==> src/rtl/ama_riscv_decode_queue_if.sv <==
// Shared decode types plus the fetch-side / issue-side handshake bundle of the decode queue.
// Latency: n/a (types and wiring only).
// Backpressure: in_valid/in_ready on the fetch side, out_valid/out_ready on the issue side.
//
// Port summary (slave = the queue):
//   fetch side : in_valid, in_ready, in_inst, in_pc, flush
//   issue side : out_valid, out_ready, out_inst, out_pc, out_decoded, out_fe_ctrl, out_illegal
//   status     : count (occupancy, $clog2(DEPTH+1) bits)

package ama_riscv_pkg;

    typedef logic [31:0] arch_width_t;

    localparam logic [6:0] OPC7_R_TYPE = 7'b011_0011;
    localparam logic [6:0] OPC7_I_TYPE = 7'b001_0011;
    localparam logic [6:0] OPC7_LOAD   = 7'b000_0011;
    localparam logic [6:0] OPC7_STORE  = 7'b010_0011;
    localparam logic [6:0] OPC7_BRANCH = 7'b110_0011;
    localparam logic [6:0] OPC7_JALR   = 7'b110_0111;
    localparam logic [6:0] OPC7_JAL    = 7'b110_1111;
    localparam logic [6:0] OPC7_LUI    = 7'b011_0111;
    localparam logic [6:0] OPC7_AUIPC  = 7'b001_0111;
    localparam logic [6:0] OPC7_SYSTEM = 7'b111_0011;
    localparam logic [6:0] OPC7_CUSTOM = 7'b000_1011;

    // ALU op encoding is {inst[30], fn3} for the arithmetic cases.
    typedef enum logic [3:0] {
        ALU_OP_ADD    = 4'b0000,
        ALU_OP_SLL    = 4'b0001,
        ALU_OP_SLT    = 4'b0010,
        ALU_OP_SLTU   = 4'b0011,
        ALU_OP_XOR    = 4'b0100,
        ALU_OP_SRL    = 4'b0101,
        ALU_OP_OR     = 4'b0110,
        ALU_OP_AND    = 4'b0111,
        ALU_OP_SUB    = 4'b1000,
        ALU_OP_SRA    = 4'b1101,
        ALU_OP_PASS_B = 4'b1111
    } alu_op_t;

    typedef enum logic {
        ALU_A_SEL_RS1 = 1'b0,
        ALU_A_SEL_PC  = 1'b1
    } alu_a_sel_t;

    typedef enum logic {
        ALU_B_SEL_RS2 = 1'b0,
        ALU_B_SEL_IMM = 1'b1
    } alu_b_sel_t;

    typedef enum logic [2:0] {
        IG_DISABLED = 3'd0,
        IG_I_TYPE   = 3'd1,
        IG_S_TYPE   = 3'd2,
        IG_B_TYPE   = 3'd3,
        IG_J_TYPE   = 3'd4,
        IG_U_TYPE   = 3'd5
    } ig_sel_t;

    typedef enum logic [1:0] {
        WB_SEL_DMEM = 2'd0,
        WB_SEL_ALU  = 2'd1,
        WB_SEL_INC4 = 2'd2,
        WB_SEL_CSR  = 2'd3
    } wb_sel_t;

    typedef enum logic [1:0] {
        PC_SEL_INC4       = 2'd0,
        PC_SEL_ALU        = 2'd1,
        PC_SEL_START_ADDR = 2'd3
    } pc_sel_t;

    typedef struct packed {
        logic mult;
        logic custom;
        logic csr;
        logic branch;
        logic jump;
        logic load;
        logic store;
    } itype_t;

    typedef struct packed {
        itype_t     itype;
        alu_op_t    alu_op;
        alu_a_sel_t alu_a_sel;
        alu_b_sel_t alu_b_sel;
        ig_sel_t    ig_sel;
        wb_sel_t    wb_sel;
        logic       rd_we;
        logic       dmem_en;
    } decoder_t;

    typedef struct packed {
        pc_sel_t pc_sel;
        logic    pc_we;
        logic    stall_if;
    } fe_ctrl_t;

    localparam decoder_t DECODER_RST_VAL = '0;
    localparam fe_ctrl_t FE_CTRL_RST_VAL = '{pc_sel: PC_SEL_START_ADDR, pc_we: 1'b0, stall_if: 1'b0};

endpackage

interface ama_riscv_decode_queue_if #(
    parameter int DEPTH = 4
);
    import ama_riscv_pkg::*;

    localparam int CNT_W = $clog2(DEPTH + 1);

    logic        in_valid;
    logic        in_ready;
    arch_width_t in_inst;
    arch_width_t in_pc;
    logic        flush;

    logic        out_valid;
    logic        out_ready;
    arch_width_t out_inst;
    arch_width_t out_pc;
    decoder_t    out_decoded;
    fe_ctrl_t    out_fe_ctrl;
    logic        out_illegal;

    logic [CNT_W-1:0] count;

    // Driven by fetch + issue (testbench / neighbouring stages).
    modport master (
        output in_valid, in_inst, in_pc, flush, out_ready,
        input  in_ready, out_valid, out_inst, out_pc, out_decoded, out_fe_ctrl, out_illegal, count
    );

    // The decode queue itself.
    modport slave (
        input  in_valid, in_inst, in_pc, flush, out_ready,
        output in_ready, out_valid, out_inst, out_pc, out_decoded, out_fe_ctrl, out_illegal, count
    );

endinterface

==> src/rtl/ama_riscv_decode_queue.sv <==
// Buffered decode stage: DEPTH-entry FIFO of {inst, pc}, head entry decoded combinationally.
// Latency: 1 cycle from push edge to head visibility; decode adds no cycles (no bypass).
// Backpressure: in_ready = not full (registered only, ignores out_ready); out_valid = not empty.
//
// Ports:
//   clk, rst : clock, asynchronous active-high reset (pointers/count only, data not reset)
//   q        : ama_riscv_decode_queue_if.slave (fetch push side, issue pop side, flush, count)

module ama_riscv_decode_queue
    import ama_riscv_pkg::*;
#(
    parameter int DEPTH     = 4,
    parameter bit EN_MULT   = 1'b1,
    parameter bit EN_CUSTOM = 1'b1
)(
    input  logic                       clk,
    input  logic                       rst,
    ama_riscv_decode_queue_if.slave    q
);

    localparam int PTR_W = $clog2(DEPTH);
    localparam int CNT_W = $clog2(DEPTH + 1);
    localparam logic [CNT_W-1:0] CNT_FULL = CNT_W'(DEPTH);

    // ------------------------------------------------------------------
    // FIFO control
    // ------------------------------------------------------------------
    logic [PTR_W-1:0] wr_ptr_q, wr_ptr_d;
    logic [PTR_W-1:0] rd_ptr_q, rd_ptr_d;
    logic [CNT_W-1:0] count_q, count_d;

    arch_width_t inst_mem_q [DEPTH];
    arch_width_t inst_mem_d [DEPTH];
    arch_width_t pc_mem_q   [DEPTH];
    arch_width_t pc_mem_d   [DEPTH];

    logic in_ready;
    logic out_valid;
    logic push;
    logic pop;

    assign in_ready  = (count_q != CNT_FULL);
    assign out_valid = (count_q != '0);

    // Flush wins over both handshakes in the same cycle.
    assign push = q.in_valid & in_ready & ~q.flush;
    assign pop  = out_valid & q.out_ready & ~q.flush;

    always_comb begin
        wr_ptr_d = wr_ptr_q;
        rd_ptr_d = rd_ptr_q;
        count_d  = count_q;
        if (q.flush) begin
            wr_ptr_d = '0;
            rd_ptr_d = '0;
            count_d  = '0;
        end else begin
            if (push) wr_ptr_d = wr_ptr_q + 1'b1;
            if (pop)  rd_ptr_d = rd_ptr_q + 1'b1;
            case ({push, pop})
                2'b10:   count_d = count_q + 1'b1;
                2'b01:   count_d = count_q - 1'b1;
                default: count_d = count_q;
            endcase
        end
    end

    always_comb begin
        inst_mem_d = inst_mem_q;
        pc_mem_d   = pc_mem_q;
        if (push) begin
            inst_mem_d[wr_ptr_q] = q.in_inst;
            pc_mem_d[wr_ptr_q]   = q.in_pc;
        end
    end

    always_ff @(posedge clk or posedge rst) begin
        if (rst) begin
            wr_ptr_q <= '0;
            rd_ptr_q <= '0;
            count_q  <= '0;
        end else begin
            wr_ptr_q <= wr_ptr_d;
            rd_ptr_q <= rd_ptr_d;
            count_q  <= count_d;
        end
    end

    // Storage is deliberately left out of reset.
    always_ff @(posedge clk) begin
        inst_mem_q <= inst_mem_d;
        pc_mem_q   <= pc_mem_d;
    end

    // ------------------------------------------------------------------
    // Head decode
    // ------------------------------------------------------------------
    arch_width_t head_inst;
    arch_width_t head_pc;
    logic [6:0]  opc7;
    logic [2:0]  fn3;
    logic [6:0]  fn7;
    logic        rd_nz;

    assign head_inst = inst_mem_q[rd_ptr_q];
    assign head_pc   = pc_mem_q[rd_ptr_q];
    assign opc7      = head_inst[6:0];
    assign fn3       = head_inst[14:12];
    assign fn7       = head_inst[31:25];
    assign rd_nz     = (head_inst[11:7] != 5'd0);

    decoder_t dec;
    fe_ctrl_t fe;
    logic     legal;
    logic     rd_wr;

    always_comb begin
        dec   = DECODER_RST_VAL;
        fe    = '{pc_sel: PC_SEL_INC4, pc_we: 1'b1, stall_if: 1'b0};
        legal = (head_inst[1:0] == 2'b11);
        rd_wr = 1'b0;

        case (opc7)
            OPC7_R_TYPE: begin
                dec.alu_a_sel = ALU_A_SEL_RS1;
                dec.alu_b_sel = ALU_B_SEL_RS2;
                dec.ig_sel    = IG_DISABLED;
                dec.wb_sel    = WB_SEL_ALU;
                rd_wr         = 1'b1;
                if (fn7 == 7'h00) begin
                    dec.alu_op = alu_op_t'({1'b0, fn3});
                end else if (fn7 == 7'h20) begin
                    // Only SUB and SRA have an alternate encoding.
                    dec.alu_op = alu_op_t'({1'b1, fn3});
                    if (!(fn3 == 3'b000 || fn3 == 3'b101)) legal = 1'b0;
                end else if (fn7 == 7'h01) begin
                    // Multiplier consumes fn3 directly; ALU op is don't-care.
                    dec.itype.mult = 1'b1;
                    dec.alu_op     = ALU_OP_ADD;
                    if (!EN_MULT) legal = 1'b0;
                end else begin
                    legal = 1'b0;
                end
            end

            OPC7_I_TYPE: begin
                dec.alu_a_sel = ALU_A_SEL_RS1;
                dec.alu_b_sel = ALU_B_SEL_IMM;
                dec.ig_sel    = IG_I_TYPE;
                dec.wb_sel    = WB_SEL_ALU;
                rd_wr         = 1'b1;
                // inst[30] only selects SRAI; elsewhere it is immediate data.
                dec.alu_op    = alu_op_t'({(fn3 == 3'b101) & head_inst[30], fn3});
                if (fn3[1:0] == 2'b01) begin
                    if (!((fn7 == 7'h00) || (fn7 == 7'h20 && fn3 == 3'b101))) legal = 1'b0;
                end
            end

            OPC7_LOAD: begin
                dec.alu_b_sel    = ALU_B_SEL_IMM;
                dec.ig_sel       = IG_I_TYPE;
                dec.wb_sel       = WB_SEL_DMEM;
                dec.dmem_en      = 1'b1;
                dec.itype.load   = 1'b1;
                rd_wr            = 1'b1;
                if (fn3 == 3'b011 || fn3 == 3'b110 || fn3 == 3'b111) legal = 1'b0;
            end

            OPC7_STORE: begin
                dec.alu_b_sel   = ALU_B_SEL_IMM;
                dec.ig_sel      = IG_S_TYPE;
                dec.dmem_en     = 1'b1;
                dec.itype.store = 1'b1;
                if (fn3 > 3'b010) legal = 1'b0;
            end

            OPC7_BRANCH: begin
                // Predicted not taken: fetch keeps going sequentially.
                dec.alu_a_sel    = ALU_A_SEL_PC;
                dec.alu_b_sel    = ALU_B_SEL_IMM;
                dec.ig_sel       = IG_B_TYPE;
                dec.itype.branch = 1'b1;
                if (fn3 == 3'b010 || fn3 == 3'b011) legal = 1'b0;
            end

            OPC7_JALR: begin
                dec.alu_a_sel  = ALU_A_SEL_RS1;
                dec.alu_b_sel  = ALU_B_SEL_IMM;
                dec.ig_sel     = IG_I_TYPE;
                dec.wb_sel     = WB_SEL_INC4;
                dec.itype.jump = 1'b1;
                rd_wr          = 1'b1;
                fe.pc_sel      = PC_SEL_ALU;
                fe.stall_if    = 1'b1;
                if (fn3 != 3'b000) legal = 1'b0;
            end

            OPC7_JAL: begin
                dec.alu_a_sel  = ALU_A_SEL_PC;
                dec.alu_b_sel  = ALU_B_SEL_IMM;
                dec.ig_sel     = IG_J_TYPE;
                dec.wb_sel     = WB_SEL_INC4;
                dec.itype.jump = 1'b1;
                rd_wr          = 1'b1;
                fe.pc_sel      = PC_SEL_ALU;
                fe.stall_if    = 1'b1;
            end

            OPC7_LUI: begin
                dec.alu_b_sel = ALU_B_SEL_IMM;
                dec.ig_sel    = IG_U_TYPE;
                dec.wb_sel    = WB_SEL_ALU;
                dec.alu_op    = ALU_OP_PASS_B;
                rd_wr         = 1'b1;
            end

            OPC7_AUIPC: begin
                dec.alu_a_sel = ALU_A_SEL_PC;
                dec.alu_b_sel = ALU_B_SEL_IMM;
                dec.ig_sel    = IG_U_TYPE;
                dec.wb_sel    = WB_SEL_ALU;
                rd_wr         = 1'b1;
            end

            OPC7_SYSTEM: begin
                dec.alu_b_sel = ALU_B_SEL_IMM;
                dec.ig_sel    = IG_I_TYPE;
                dec.wb_sel    = WB_SEL_CSR;
                dec.itype.csr = 1'b1;
                rd_wr         = 1'b1;
            end

            OPC7_CUSTOM: begin
                dec.alu_a_sel    = ALU_A_SEL_RS1;
                dec.alu_b_sel    = ALU_B_SEL_RS2;
                dec.wb_sel       = WB_SEL_ALU;
                dec.itype.custom = 1'b1;
                rd_wr            = 1'b1;
                if (!EN_CUSTOM) legal = 1'b0;
            end

            default: legal = 1'b0;
        endcase

        dec.rd_we = rd_wr & rd_nz;

        // Illegal or empty head presents clean reset bundles downstream.
        if (!legal || !out_valid) begin
            dec = DECODER_RST_VAL;
            fe  = FE_CTRL_RST_VAL;
        end
    end

    // ------------------------------------------------------------------
    // Outputs
    // ------------------------------------------------------------------
    assign q.in_ready    = in_ready;
    assign q.out_valid   = out_valid;
    assign q.out_inst    = head_inst;
    assign q.out_pc      = head_pc;
    assign q.out_decoded = dec;
    assign q.out_fe_ctrl = fe;
    assign q.out_illegal = out_valid & ~legal;
    assign q.count       = count_q;

endmodule

==> src/flat_wrapper.sv <==
// flat-port wrapper written by rule: the top's interface ports become plain ports
module ama_riscv_decode_queue_flat import ama_riscv_pkg::*;
#(
    parameter int DEPTH     = 4,
    parameter bit EN_MULT   = 1'b1,
    parameter bit EN_CUSTOM = 1'b1
)
  (clk, rst, q_in_valid, q_in_inst, q_in_pc, q_flush, q_out_ready, q_in_ready, q_out_valid, q_out_inst, q_out_pc, q_out_decoded, q_out_fe_ctrl, q_out_illegal, q_count);
  ama_riscv_decode_queue_if #(.DEPTH(DEPTH)) q_i ();
  input  logic clk;
  input  logic rst;
  input wire logic [$bits(q_i.in_valid)-1:0] q_in_valid;
  input wire logic [$bits(q_i.in_inst)-1:0] q_in_inst;
  input wire logic [$bits(q_i.in_pc)-1:0] q_in_pc;
  input wire logic [$bits(q_i.flush)-1:0] q_flush;
  input wire logic [$bits(q_i.out_ready)-1:0] q_out_ready;
  output wire logic [$bits(q_i.in_ready)-1:0] q_in_ready;
  output wire logic [$bits(q_i.out_valid)-1:0] q_out_valid;
  output wire logic [$bits(q_i.out_inst)-1:0] q_out_inst;
  output wire logic [$bits(q_i.out_pc)-1:0] q_out_pc;
  output wire logic [$bits(q_i.out_decoded)-1:0] q_out_decoded;
  output wire logic [$bits(q_i.out_fe_ctrl)-1:0] q_out_fe_ctrl;
  output wire logic [$bits(q_i.out_illegal)-1:0] q_out_illegal;
  output wire logic [$bits(q_i.count)-1:0] q_count;
  assign q_i.in_valid = q_in_valid;
  assign q_i.in_inst = q_in_inst;
  assign q_i.in_pc = q_in_pc;
  assign q_i.flush = q_flush;
  assign q_i.out_ready = q_out_ready;
  assign q_in_ready = q_i.in_ready;
  assign q_out_valid = q_i.out_valid;
  assign q_out_inst = q_i.out_inst;
  assign q_out_pc = q_i.out_pc;
  assign q_out_decoded = q_i.out_decoded;
  assign q_out_fe_ctrl = q_i.out_fe_ctrl;
  assign q_out_illegal = q_i.out_illegal;
  assign q_count = q_i.count;
  ama_riscv_decode_queue #(.DEPTH(DEPTH), .EN_MULT(EN_MULT), .EN_CUSTOM(EN_CUSTOM)) u_core (.clk(clk), .rst(rst), .q(q_i));
endmodule
==> config.mk <==
export PLATFORM = sky130hd
export DESIGN_NAME = ama_riscv_decode_queue_flat
export DESIGN_NICKNAME = d
export VERILOG_FILES = /design/src/rtl/ama_riscv_decode_queue_if.sv /design/src/rtl/ama_riscv_decode_queue.sv /design/src/flat_wrapper.sv
export SDC_FILE = /design/constraint.sdc
export NUM_CORES = 1
export LEC_CHECK = 0
export BUFFER_PORTS_ARGS = -buffer_cell sky130_fd_sc_hd__buf_4
export CAP_MARGIN = 20
export CORE_ASPECT_RATIO = 0.9
export CORE_MARGIN = 10
export CORE_UTILIZATION = 40
export DETAILED_ROUTE_END_ITERATION = 7
export HOLD_SLACK_MARGIN = 0.1
export SKIP_CTS_REPAIR_TIMING = 1
export SLEW_MARGIN = 5
export SYNTH_ARGS = -nofsm -noshare
export SYNTH_HDL_FRONTEND = slang
export SYNTH_SLANG_ARGS = --single-unit
==> constraint.sdc <==
create_clock -name clk -period 7.2 [get_ports clk]
set_input_delay 1.08 -clock clk [delete_from_list [all_inputs] [get_ports clk]]
set_output_delay 1.08 -clock clk [all_outputs]
set_load 0.01 [all_outputs]
# ---- Word-level counts from Yosys, hierarchy flattened
# Cells that the tools add are included.
# Widths: inputs -> output; s select.
dict set report word_totals {
  ff_bits 263
  latchBits 0
  ram_bits 0
  rom_bits 0
  out_inout_bits 94
  mem_count 0
}
dict set report op_classes {
  addsub 4
  mul 0
  n_div 0
  magnitude_cmp 4
  eq_ne 23
  n_shift 0
  mux 49
  n_bitwise 11
  n_reduce_logical 27
}
# cell n
set ops {}
lappend ops {{$bwmux 128} 2}
lappend ops {{$mux 32} 5}
lappend ops {{$bmux 32 s2} 2}
lappend ops {{$demux 32 s2} 1}
lappend ops {{$eq 7x6->1 const B} 4}
lappend ops {{$eq 7x7->1 const B} 4}
lappend ops {{$mux 1} 25}
lappend ops {{$mux 20} 1}
lappend ops {{$reduce_or 9->1} 2}
lappend ops {{$pmux 3 s5} 1}
lappend ops {{$eq 7x5->1 const B} 2}
lappend ops {{$mux 4} 3}
lappend ops {{$pmux 4 s3} 1}
lappend ops {{$reduce_or 5->1} 2}
lappend ops {{$eq 3x3->1 const B} 3}
lappend ops {{$reduce_bool 3->1} 3}
lappend ops {{$mux 2} 4}
lappend ops {{$and 1x1->1} 7}
lappend ops {{$eq 7x1->1 const B} 1}
lappend ops {{$eq 7x2->1 const B} 1}
lappend ops {{$eq 7x4->1 const B} 1}
lappend ops {{$logic_not 7->1} 1}
lappend ops {{$pmux 1 s7} 1}
lappend ops {{$eq 3x2->1 const B} 2}
lappend ops {{other kinds (23)} 39}

# ---- Depth between registers and ports, before layout
# Gate-level depths: netlist of run 1.
dict set report depth {
  depth_word 13
  mapped_depth 10
}

# ---- Worst setup path after synthesis of run 1
# OpenSTA, ideal clock, no wires.
dict set report synth_timing {
  kind {reg-to-output}
  from {reg u_core.rd_ptr_q[0]}
  to {out q_out_fe_ctrl[0]}
  t_arrival_ps 2571
  required_time_ps 6120
  path_slack_ps 3549
  stages_incl_launch_ff 11
  path_buffers 4
  cell_sequence {dfrtp_1 buf_6 mux4_2 buf_4 or3b_1 nand4_1 o211ai_1 nor4_2 buf_2 nor2_1 buf_4}
}
dict set report synth_between {
  word_cells_on_any_way 51
}
# item line
set synth_rtl {}
lappend synth_rtl {{start: declaration} ama_riscv_decode_queue.sv:29} ;# logic [PTR_W-1:0] rd_ptr_q, rd_ptr_d;
lappend synth_rtl {{start signal: assignment} ama_riscv_decode_queue.sv:84} ;# rd_ptr_q <= rd_ptr_d;
lappend synth_rtl {{$not 2->3 (implied by the code) (*)} ama_riscv_decode_queue.sv:105} ;# assign head_inst = inst_mem_q[rd_ptr_q];
lappend synth_rtl {{$bmux 32 s2 (*)} ama_riscv_decode_queue.sv:105}
lappend synth_rtl {{$mux 32 (implied by the code) (*) (2 in a row)} ama_riscv_decode_queue.sv:105}
lappend synth_rtl {{net q_out_inst[4]} flat_wrapper.sv:19} ;# output wire logic [$bits(q_i.out_inst)-1:0] q_out_inst;
lappend synth_rtl {{$eq 7x4->1 (tied with other cells)} ama_riscv_decode_queue.sv:123} ;# case (opc7)
lappend synth_rtl {{$reduce_or 5->1 (no source line)} -}
lappend synth_rtl {{$pmux 1 s7} ama_riscv_decode_queue.sv:123}
lappend synth_rtl {{$logic_not 1->1} ama_riscv_decode_queue.sv:248} ;# if (!legal || !out_valid) begin
lappend synth_rtl {{$logic_or 1x1->1} ama_riscv_decode_queue.sv:248}
lappend synth_rtl {{$mux 4 (*)} ama_riscv_decode_queue.sv:248}
lappend synth_rtl {{end: declaration} flat_wrapper.sv:22} ;# output wire logic [$bits(q_i.out_fe_ctrl)-1:0] q_out_fe_ctrl;
# The timed path passes the listed nets; every way through them passes the cells marked *. The select of a mux whose other input is x is not followed.

# ---- Final worst setup path of run 1
dict set report layout_timing {
  from {reg u_core.rd_ptr_q[0]}
  to {out q_out_decoded[4]}
}
dict set report layout_between {
  elab_chain_len 13
  word_cells_on_any_way 52
}
# item line
set layout_rtl {}
lappend layout_rtl {{$not 2->3 (implied by the code) (*)} ama_riscv_decode_queue.sv:105}
lappend layout_rtl {{$bmux 32 s2 (*)} ama_riscv_decode_queue.sv:105}
lappend layout_rtl {{$mux 32 (implied by the code) (*) (2 in a row)} ama_riscv_decode_queue.sv:105}
lappend layout_rtl {{$eq 7x6->1 (tied with other cells)} {ama_riscv_decode_queue.sv:132, ama_riscv_decode_queue.sv:155}}
lappend layout_rtl {{$logic_and 1x1->1 / $logic_or 1x1->1 (equally long branches)} {ama_riscv_decode_queue.sv:155, ama_riscv_decode_queue.sv:135}}
lappend layout_rtl {{$logic_or 1x1->1 / $mux 1 (equally long branches)} {ama_riscv_decode_queue.sv:155, ama_riscv_decode_queue.sv:135}}
lappend layout_rtl {{$mux 1 (on tied branches)} {ama_riscv_decode_queue.sv:155, ama_riscv_decode_queue.sv:132}}
lappend layout_rtl {{$mux 1 (on tied branches)} {ama_riscv_decode_queue.sv:154, ama_riscv_decode_queue.sv:130}}
lappend layout_rtl {{$pmux 1 s7} ama_riscv_decode_queue.sv:123}
lappend layout_rtl {{$logic_not 1->1} ama_riscv_decode_queue.sv:248}
lappend layout_rtl {{$logic_or 1x1->1} ama_riscv_decode_queue.sv:248}
lappend layout_rtl {{$mux 20 (*)} ama_riscv_decode_queue.sv:248}
lappend layout_rtl {{end: declaration} flat_wrapper.sv:21} ;# output wire logic [$bits(q_i.out_decoded)-1:0] q_out_decoded;
# Mark *: on every way between the ends. The rest lies on a longest branch, timed or not. The select of a mux whose other input is x is not followed.

==> results, run 1 <==
- The tree built by TritonCTS fans out to 263 sinks.
- In this run, synthesis inferred 256 flip-flops with an integrated enable.
- The yosys synthesis warning count is 0.
- In the routed layout, each cell is associated on average with a via count of 5.20.
- The CTS buffer count is 28.
- The power per cell area is 349 nW/um2.
- Dividing the final minimum period by the clock period gives 0.716.
- Clock tree synthesis selected as its root buffer the cell clkbuf_16.
- The number of max-slew violations in the final report was 0.
- The met1 track demand over resource in global routing is 0.172.
- After global routing the overflow that remains totals 0.
- The flop and latch count out of synthesis is 263.
- The category of the critical setup timing path is reg2out.
- After detailed routing, the number of remaining DRC violations is 0.
- The overall fraction of global-route tracks in use is 0.136.
- The share of total power dissipated in the clock network is 0.316.
- Entering global routing, the biggest net connects 66 pins.
- Across the run, the number of max-cap violations was 0.
- The mapped cell area is 10300 um2.
- In this run the tool buffered the top-level ports with 162 buffer cells.
- The total power after layout is 4.47 mW.
- The share of total power dissipated in sequential elements is 0.429.
- The global-route met3 utilization is 0.0471.
- In this run the remaining antenna-violating nets after routing total 0.
- The die area is 32600 um2.
- In the global route stage, met2 resource usage came out at 0.221.
- On the final layout, the worst clock skew is 10.3 ps.
- The die is 172 um tall.
- The ratio of cells with drive above 1 in the final layout is 0.408.
- The post-place setup slack is 2560 ps.
- The maximum count of clock buffers along a single path is 3.
- The overall via count from detail_route is 5348.
- Clock-pin slew was measured on the worst setup and hold paths at 60 ps.
- At the worst endpoint, the arrival time is 4070 ps.
- Of the total power, the share spent switching nets is 0.279.
- By area the synthesized netlist is led by edfxtp_1 (75%), mux4_2 (14%), dfrtp_1 (1.7%), nor2_1 (0.77%), nor3_1 (0.63%).
- The maximum resistive drop on vdd is 0.250 mV.
- The net switching power of the design is 1.25 mW.
- The number of unique standard cell types used by synthesis is 48.
- Dividing the detail-routed wire length by the instance count gives 21.8 um.
- Counting every net in the synthesized netlist gives 568.
- The area share of the leading cell type in the synthesized netlist is 0.746.
- The first global-routing pass estimated 34500 um of wire.
- The net total in the final layout is 738.
- Setup repair after global routing left no endpoint under its margin.
- From left edge to right edge, the die measures 189 um.
- For the pin with the worst max-slew slack, the measured transition is 1050 ps.
- Hold is met by 490 ps.
- In the synthesized netlist the async set-or-reset flop fraction comes to 0.0266.
- The HPWL after detailed placement is 14000 um.
- The number of hold-slack violations in the final timing report is 0.
- The routed design has 22400 um of wire.
- The type of element launching the critical path is a flop.
- The endpoint class of the critical path is an output port.
- The combinational share of power is 0.255.
- The total negative setup slack is 0 ps.
- After technology mapping, the gate count stands at 494.
- The maximum net fanout on the critical path is 43.
- In this run the number of H-tree levels came out at 1.
- The area added between synthesis and finish is 24.3%.
- In this run, the number of DRC markers left after iteration 0 of detailed routing was 397.
- Setup violations remaining at the end of the flow were counted as 0.
- The worst slew margin relative to its limit is 0.298.
- The highest-utilization routing layer at the global route stage is met2.
- TritonCTS built the clock tree.
- After detailed placement, the design holds a cell count of 976.
- The number of search-and-repair iterations in the first detailed-routing pass is 5.
- The congestion estimate from routability-driven global placement came to 0.855.
- For this run, the register share of the synthesized area comes to 0.763.
- In this run the cell area measured after placement is 11900 um2.
- At the end of the flow the core is filled with cells to 0.507.
- The region available for standard cell placement spans 25300 um2.
- The internal power of the cells is 3.22 mW.
- After routing the design area is 12800 um2.
- The final critical-path setup slack is 2050 ps.
- For the worst setup path, the data required time is 6120 ps.
- The mean instance size in the synthesized netlist is 20.9 um2.
- The number of antenna violations at the first check in global routing came to 0.
- The number of global-route vias before repair is 5931.
- The number of placement rows is 55.
- The flow ran to the end, and the final reports show no timing, DRC or antenna violations.
- The min-delay analysis places its worst path in the category in2async.
- For this configuration, the core starts out at a cell density of 0.408.
- The number of non-filler instances in the completed layout is 1028.
- The fmax is 194 MHz.
- Pin placement for this block handled 163 I/O pins.
- The later pin in the worst-skew pair is clocked with a latency of 530 ps.
- The analysis attributes to cell leakage a power of 4.32 nW.
- The number of diodes added for antenna fixing is 0.
- In the synthesized netlist the dominant register cell turns out to be edfxtp_1.
- After layout, the minimum clock period comes to 5150 ps.
- The library cell occupying the most area in the post-synthesis netlist is edfxtp_1.
-- cell type report --
class	count	area, um2
clock buffer	37	807
fill	2075	12500
sequential	263	7870
clock inverter	15	139
timing repair buffer	164	1230
tap	342	428
multi-input combinational	199	2290
inverter	8	30.0
-- path summary, 6_finish.rpt --
check / from / endpoint / slack (ps) / cells after the start
min reg2reg: u_core.wr_ptr_q[1] / u_core.wr_ptr_q[1] / 600 / 2
min: rst / u_core.q.count[0] / 490 / 2
min in group clk: u_core.wr_ptr_q[1] / u_core.wr_ptr_q[1] / 600 / 2
max reg2reg: u_core.q.count[0] / u_core.q.count[2] / 4080 / 8
max in group asynchronous: rst / u_core.rd_ptr_q[0] / 6470 / 2
max: u_core.rd_ptr_q[0] / q_out_decoded[4] / 2050 / 8
-- layer usage --
layer  vias up  wire, um
met3        35      2160
met1      2709      9190
met5         -         0
met2       214     10600
li1       2390         -
met4         0       429
-- kinds of logic after synthesis --
kind of cell / synth area share
compound gates: 0.0164
xor+xnor: 0.00425
fa+ha+maj: 0.00680
buf+inv: 0.0149
flops: 0.763
mux: 0.144
simple gates: 0.0500
-- synth_stat cells, types with 4 or more instances --
cell type    n
nand3_1      9
a21oi_1      6
nor3_1      13
buf_1        6
nor4_1       7
clkbuf_1    10
edfxtp_1   256
dfrtp_1      7
ha_1         4
nor2b_1      5
o21ai_0      5
mux4_2      63
nand2_1     13
nor2_1      21
and2_1       8
nand4_1      4
inv_1        7
-- flip-flops by register name (all words and copies together) (netlist names) --
name,flops
u_core.rd_ptr_q,2
u_core.inst_mem_q,128
u_core.wr_ptr_q,2
u_core.q.count,3
u_core.pc_mem_q,128
-- cell usage in the layout (no fill, tap or decap), types with 3 or more instances in the layout --
cell type  Yosys  layout
a21oi_1        6       6
clkinv_1       1       7
nand3_1        9       9
nor2b_1        5       5
clkbuf_8       0       3
a211oi_1       3       3
xnor2_1        3       3
clkbuf_16      0      30
and2_4         0       4
ha_1           4       4
buf_4          2     164
nor2_1        21      21
mux2i_1        3       3
o211ai_1       3       3
mux4_2        63      63
nand2_1       13      13
edfxtp_1     256     256
clkinv_2       0       3
and2_1         8       4
inv_1          7       7
nand4_1        4       4
nor4_1         7       7
o21ai_0        5       5
nor3_1        13      13
clkbuf_1      10       4
dfrtp_1        7       5
-- worst max-delay path, cell delays in order, from the launching register on --
cell and delay, ps:
dfrtp_4 1020, mux4_2 760, nor3b_1 600, o211ai_1 210, o31ai_1 150, nor4_2 100, buf_4 210, nor4_1 290
buf_4 180
-- power by group through the flow --
stage | combinational, mW | clock (mW) | sequential [mW]
3_5_place_dp | 1.16 | 0 | 1.96
6_report | 1.14 | 1.41 | 1.92
2_1_floorplan | 0.759 | 0 | 1.86
4_1_cts | 1.16 | 1.45 | 1.93
5_1_grt | 1.24 | 1.52 | 1.94
3_3_place_gp | 1.14 | 0 | 1.95
Power figures use the tool's default switching activity.
==> inputs of run 2 (changes only) <==
==> constraint.sdc (replaced) <==
create_clock -name clk -period 4.53 [get_ports clk]
set_input_delay 0.6795 -clock clk [delete_from_list [all_inputs] [get_ports clk]]
set_output_delay 0.6795 -clock clk [all_outputs]
set_load 0.01 [all_outputs]
==> run 2 against run 1 <==
  * Total power grew 61%
  * Critical path depth stayed put
  * Flip-flop and latch count unchanged
  * Largest power group unchanged
  * Highest routed layer unchanged
==> results, run 2 (synthesis results as in run 1) <==
- The flow ran to the end, and the final reports show no timing, DRC or antenna violations.
- For the worst flop-to-flop path, the logic depth is 9.
- From bottom edge to top edge, the die measures 172 um.
- Timing would allow up to 237 MHz.
- Clock-pin slew was measured on the worst setup and hold paths at 60 ps.
- The worst slew margin relative to its limit is 0.304.
- The placed standard-cell area is 11900 um2.
- The final layout contains routed wiring with a total length of 23000 um.
- For this configuration, the core starts out at a cell density of 0.408.
- Setup slack on the critical path of the routed design comes to 306 ps.
- Summing over every cut layer, the via total after detailed routing is 5444.
- The top cell types in the final layout, fill and taps aside, are edfxtp_1 (256), buf_4 (167), mux4_2 (63).
- The count of input and output buffers is 162.
- The library cell used most frequently in the layout, excluding fill and tap cells, is edfxtp_1.
- The number of max-slew violations in the final report is 0.
- The area added between synthesis and finish is 25.1%.
- The relative contribution of sequential cells to total power is 0.411.
- The path class of the tightest hold or removal check is in2reg.
- The register cell area after layout is 7870 um2.
- The number of global-route vias before repair is 6055.
- The die covers 32600 um2.
- IR analysis of the VDD net gives a maximum drop of 0.334 mV.
- The ratio of cells with drive above 1 in the final layout is 0.415.
- The leakage power of the design is 4.37 nW.
- For this block, the initial DRC count from the detailed router was 345.
- The clock tree from TritonCTS is yes.
- The most critical setup path has its startpoint at u_core.rd_ptr_q[0].
- The slowest stage of the critical path belongs to the cell mux4_2.
- At the end of the flow, the number of nets in the layout was 745.
- The sum of overflow across all layers after global routing is 0.
- 163 I/O pins were placed.
- The worst hold path begins at q_in_pc[18].
- The instance count along the most critical hold path is 1.
- The number of DRC violations after detailed routing is 0.
- Summed over all nets, wire length on met2 after detailed routing comes to 11000 um.
- The filler cells instantiated in the layout total 2036.
- With fillers left out, the area of the finished cells amounts to 12900 um2.
- The ratio of routed vias to standard cells is 5.25.
- For this run, the total global-route usage over all layers was measured as 0.139.
- The proportion of total power due to net switching is 0.285.
- The worst setup path is launched from a flop.
- The worst setup path is of the reg2out kind.
- The worst clock skew on the final layout is 18.0 ps.
- The residual antenna-violating net count after detailed routing is 0.
- The maximum net fanout on the critical path is 20.
- In this run the number of H-tree levels came out at 1.
- Power spread over the standard cell area amounts to 559 nW/um2.
- The first global-routing pass estimated 35500 um of wire.
- For the worst setup path, the data required time is 3850 ps.
- The startpoint identified for the worst register-to-register timing path is u_core.q.count[0].
- Cell internal power was estimated by the tool at 5.16 mW.
- The tree is rooted in a clkbuf_16.
- For the pin with the worst max-slew slack, the measured transition is 1040 ps.
- The clock passes through at most 3 buffers.
- The area inside the core boundary is 25300 um2.
- The clock period could shrink to 4220 ps.
- Dividing the final minimum period by the clock period gives 0.933.
- The total negative setup slack is 0 ps.
- Setup violations remaining at the end of the flow were counted as 0.
- The first detailed-routing pass ran for 4 iterations.
- On the worst path, the slowest cell contributes a delay of 690 ps.
- The net switching power of the design is 2.05 mW.
- The detailed-routed wire length on met3 is 2060 um.
- The detailed router put a total of 9530 um of wire on met1.
- The uppermost metal layer occupied by signal nets is met4.
- TritonCTS created 29 clock buffers.
- The signal on the critical path passes through mux4_2, and3b_1, nand3_1, o31ai_1, nor4_2, buf_4, or3_1, buf_4.
- At the end of routability-driven placement, the weighted congestion stood at 0.889.
- The endpoint class of the critical path is an output port.
- Data on the critical path arrives at its endpoint at 3540 ps.
- The post-place setup slack is 654 ps.
- The part of the power in the clock network is 0.317.
- Entering global routing, the biggest net connects 65 pins.
- By instance count, the cell type seen most on the critical path is buf_4.
- The average routed wire per standard cell is 22.2 um.
- The footprint of the multi-input gates is 2300 um2.
- The HPWL after detailed placement is 14400 um.
- The number of antenna violations at the first check in global routing is 1.
- In this run the horizontal extent of the chip is 189 um.
- For the worst-skew pair, the clock arrives at the later sink with an insertion delay of 550 ps.
- The number of hold-slack violations in the final timing report is 0.
- The combinational share of power is 0.272.
- Setup repair after global routing left no endpoint under its margin.
- The number of placement rows is 55.
- Counting every sink on the clock net gives 263.
- Max-cap violations in this run came to 0.
run 2: changes by cell type in the layout (fill, tap and decap cells not counted), moves of 2 or more:
| cell | before | now |
|---|---|---|
| buf_4 | 164 | 167 |
| clkinv_2 | 3 | 7 |
| clkinv_1 | 7 | 5 |
| clkbuf_1 | 4 | 6 |
| buf_12 | 0 | 2 |
run 2: final timing paths:
path | end | slack, ps
hold / removal | u_core.pc_mem_q[50] | 330
setup reg to reg | u_core.q.count[2] | 2090
max in group asynchronous | u_core.rd_ptr_q[1] | 3650
setup / recovery | q_out_fe_ctrl[2] | 310
min in group asynchronous | u_core.q.count[1] | 640
hold reg to reg | u_core.wr_ptr_q[1] | 580
run 2: final cells by class:
cell class,instances,share of cell area
Antenna cell,1,0.000194
Inverter,8,0.00233
Multi-Input combinational cell,199,0.178
Timing Repair Buffer,170,0.101
Clock inverter,16,0.0116
Clock buffer,38,0.0622
Tap cell,342,0.0332
Sequential cell,263,0.611
run 2: metrics by stage:
step	utilization	hold WS [ps]	std cells	power [mW]
finish	0.510	326	1037	7.21
global route	0.510	299	1037	7.56
CTS	0.508	69.9	1033	7.28
detailed placement	0.470	570	979	4.98
global placement	0.470	557	979	4.93
floorplan	-	483	494	4.16
run 2: power by group through the flow:
| stage | Combinational (mW) | Sequential (mW) | Clock (mW) |
|---|---|---|---|
| after global placement | 1.88 | 3.04 | 0 |
| final | 1.96 | 2.96 | 2.28 |
| after detailed placement | 1.92 | 3.06 | 0 |
| after global routing | 2.14 | 2.98 | 2.45 |
| after CTS | 1.92 | 3.01 | 2.35 |
| after floorplan | 1.21 | 2.96 | 0 |
run 2: worst max-delay path, delay by kind of cell (launching register included):
family	cells	cell delay (ps)
simple gates	4	950
compound gates	1	360
flops	1	630
buf+inv	2	350
mux	1	690
run 2: layer usage:
metal	GRT usage	vias to the layer above
li1	-	2415
met4	0.0372	0
met3	0.0487	34
met1	0.175	2787
met5	0	-
met2	0.225	208
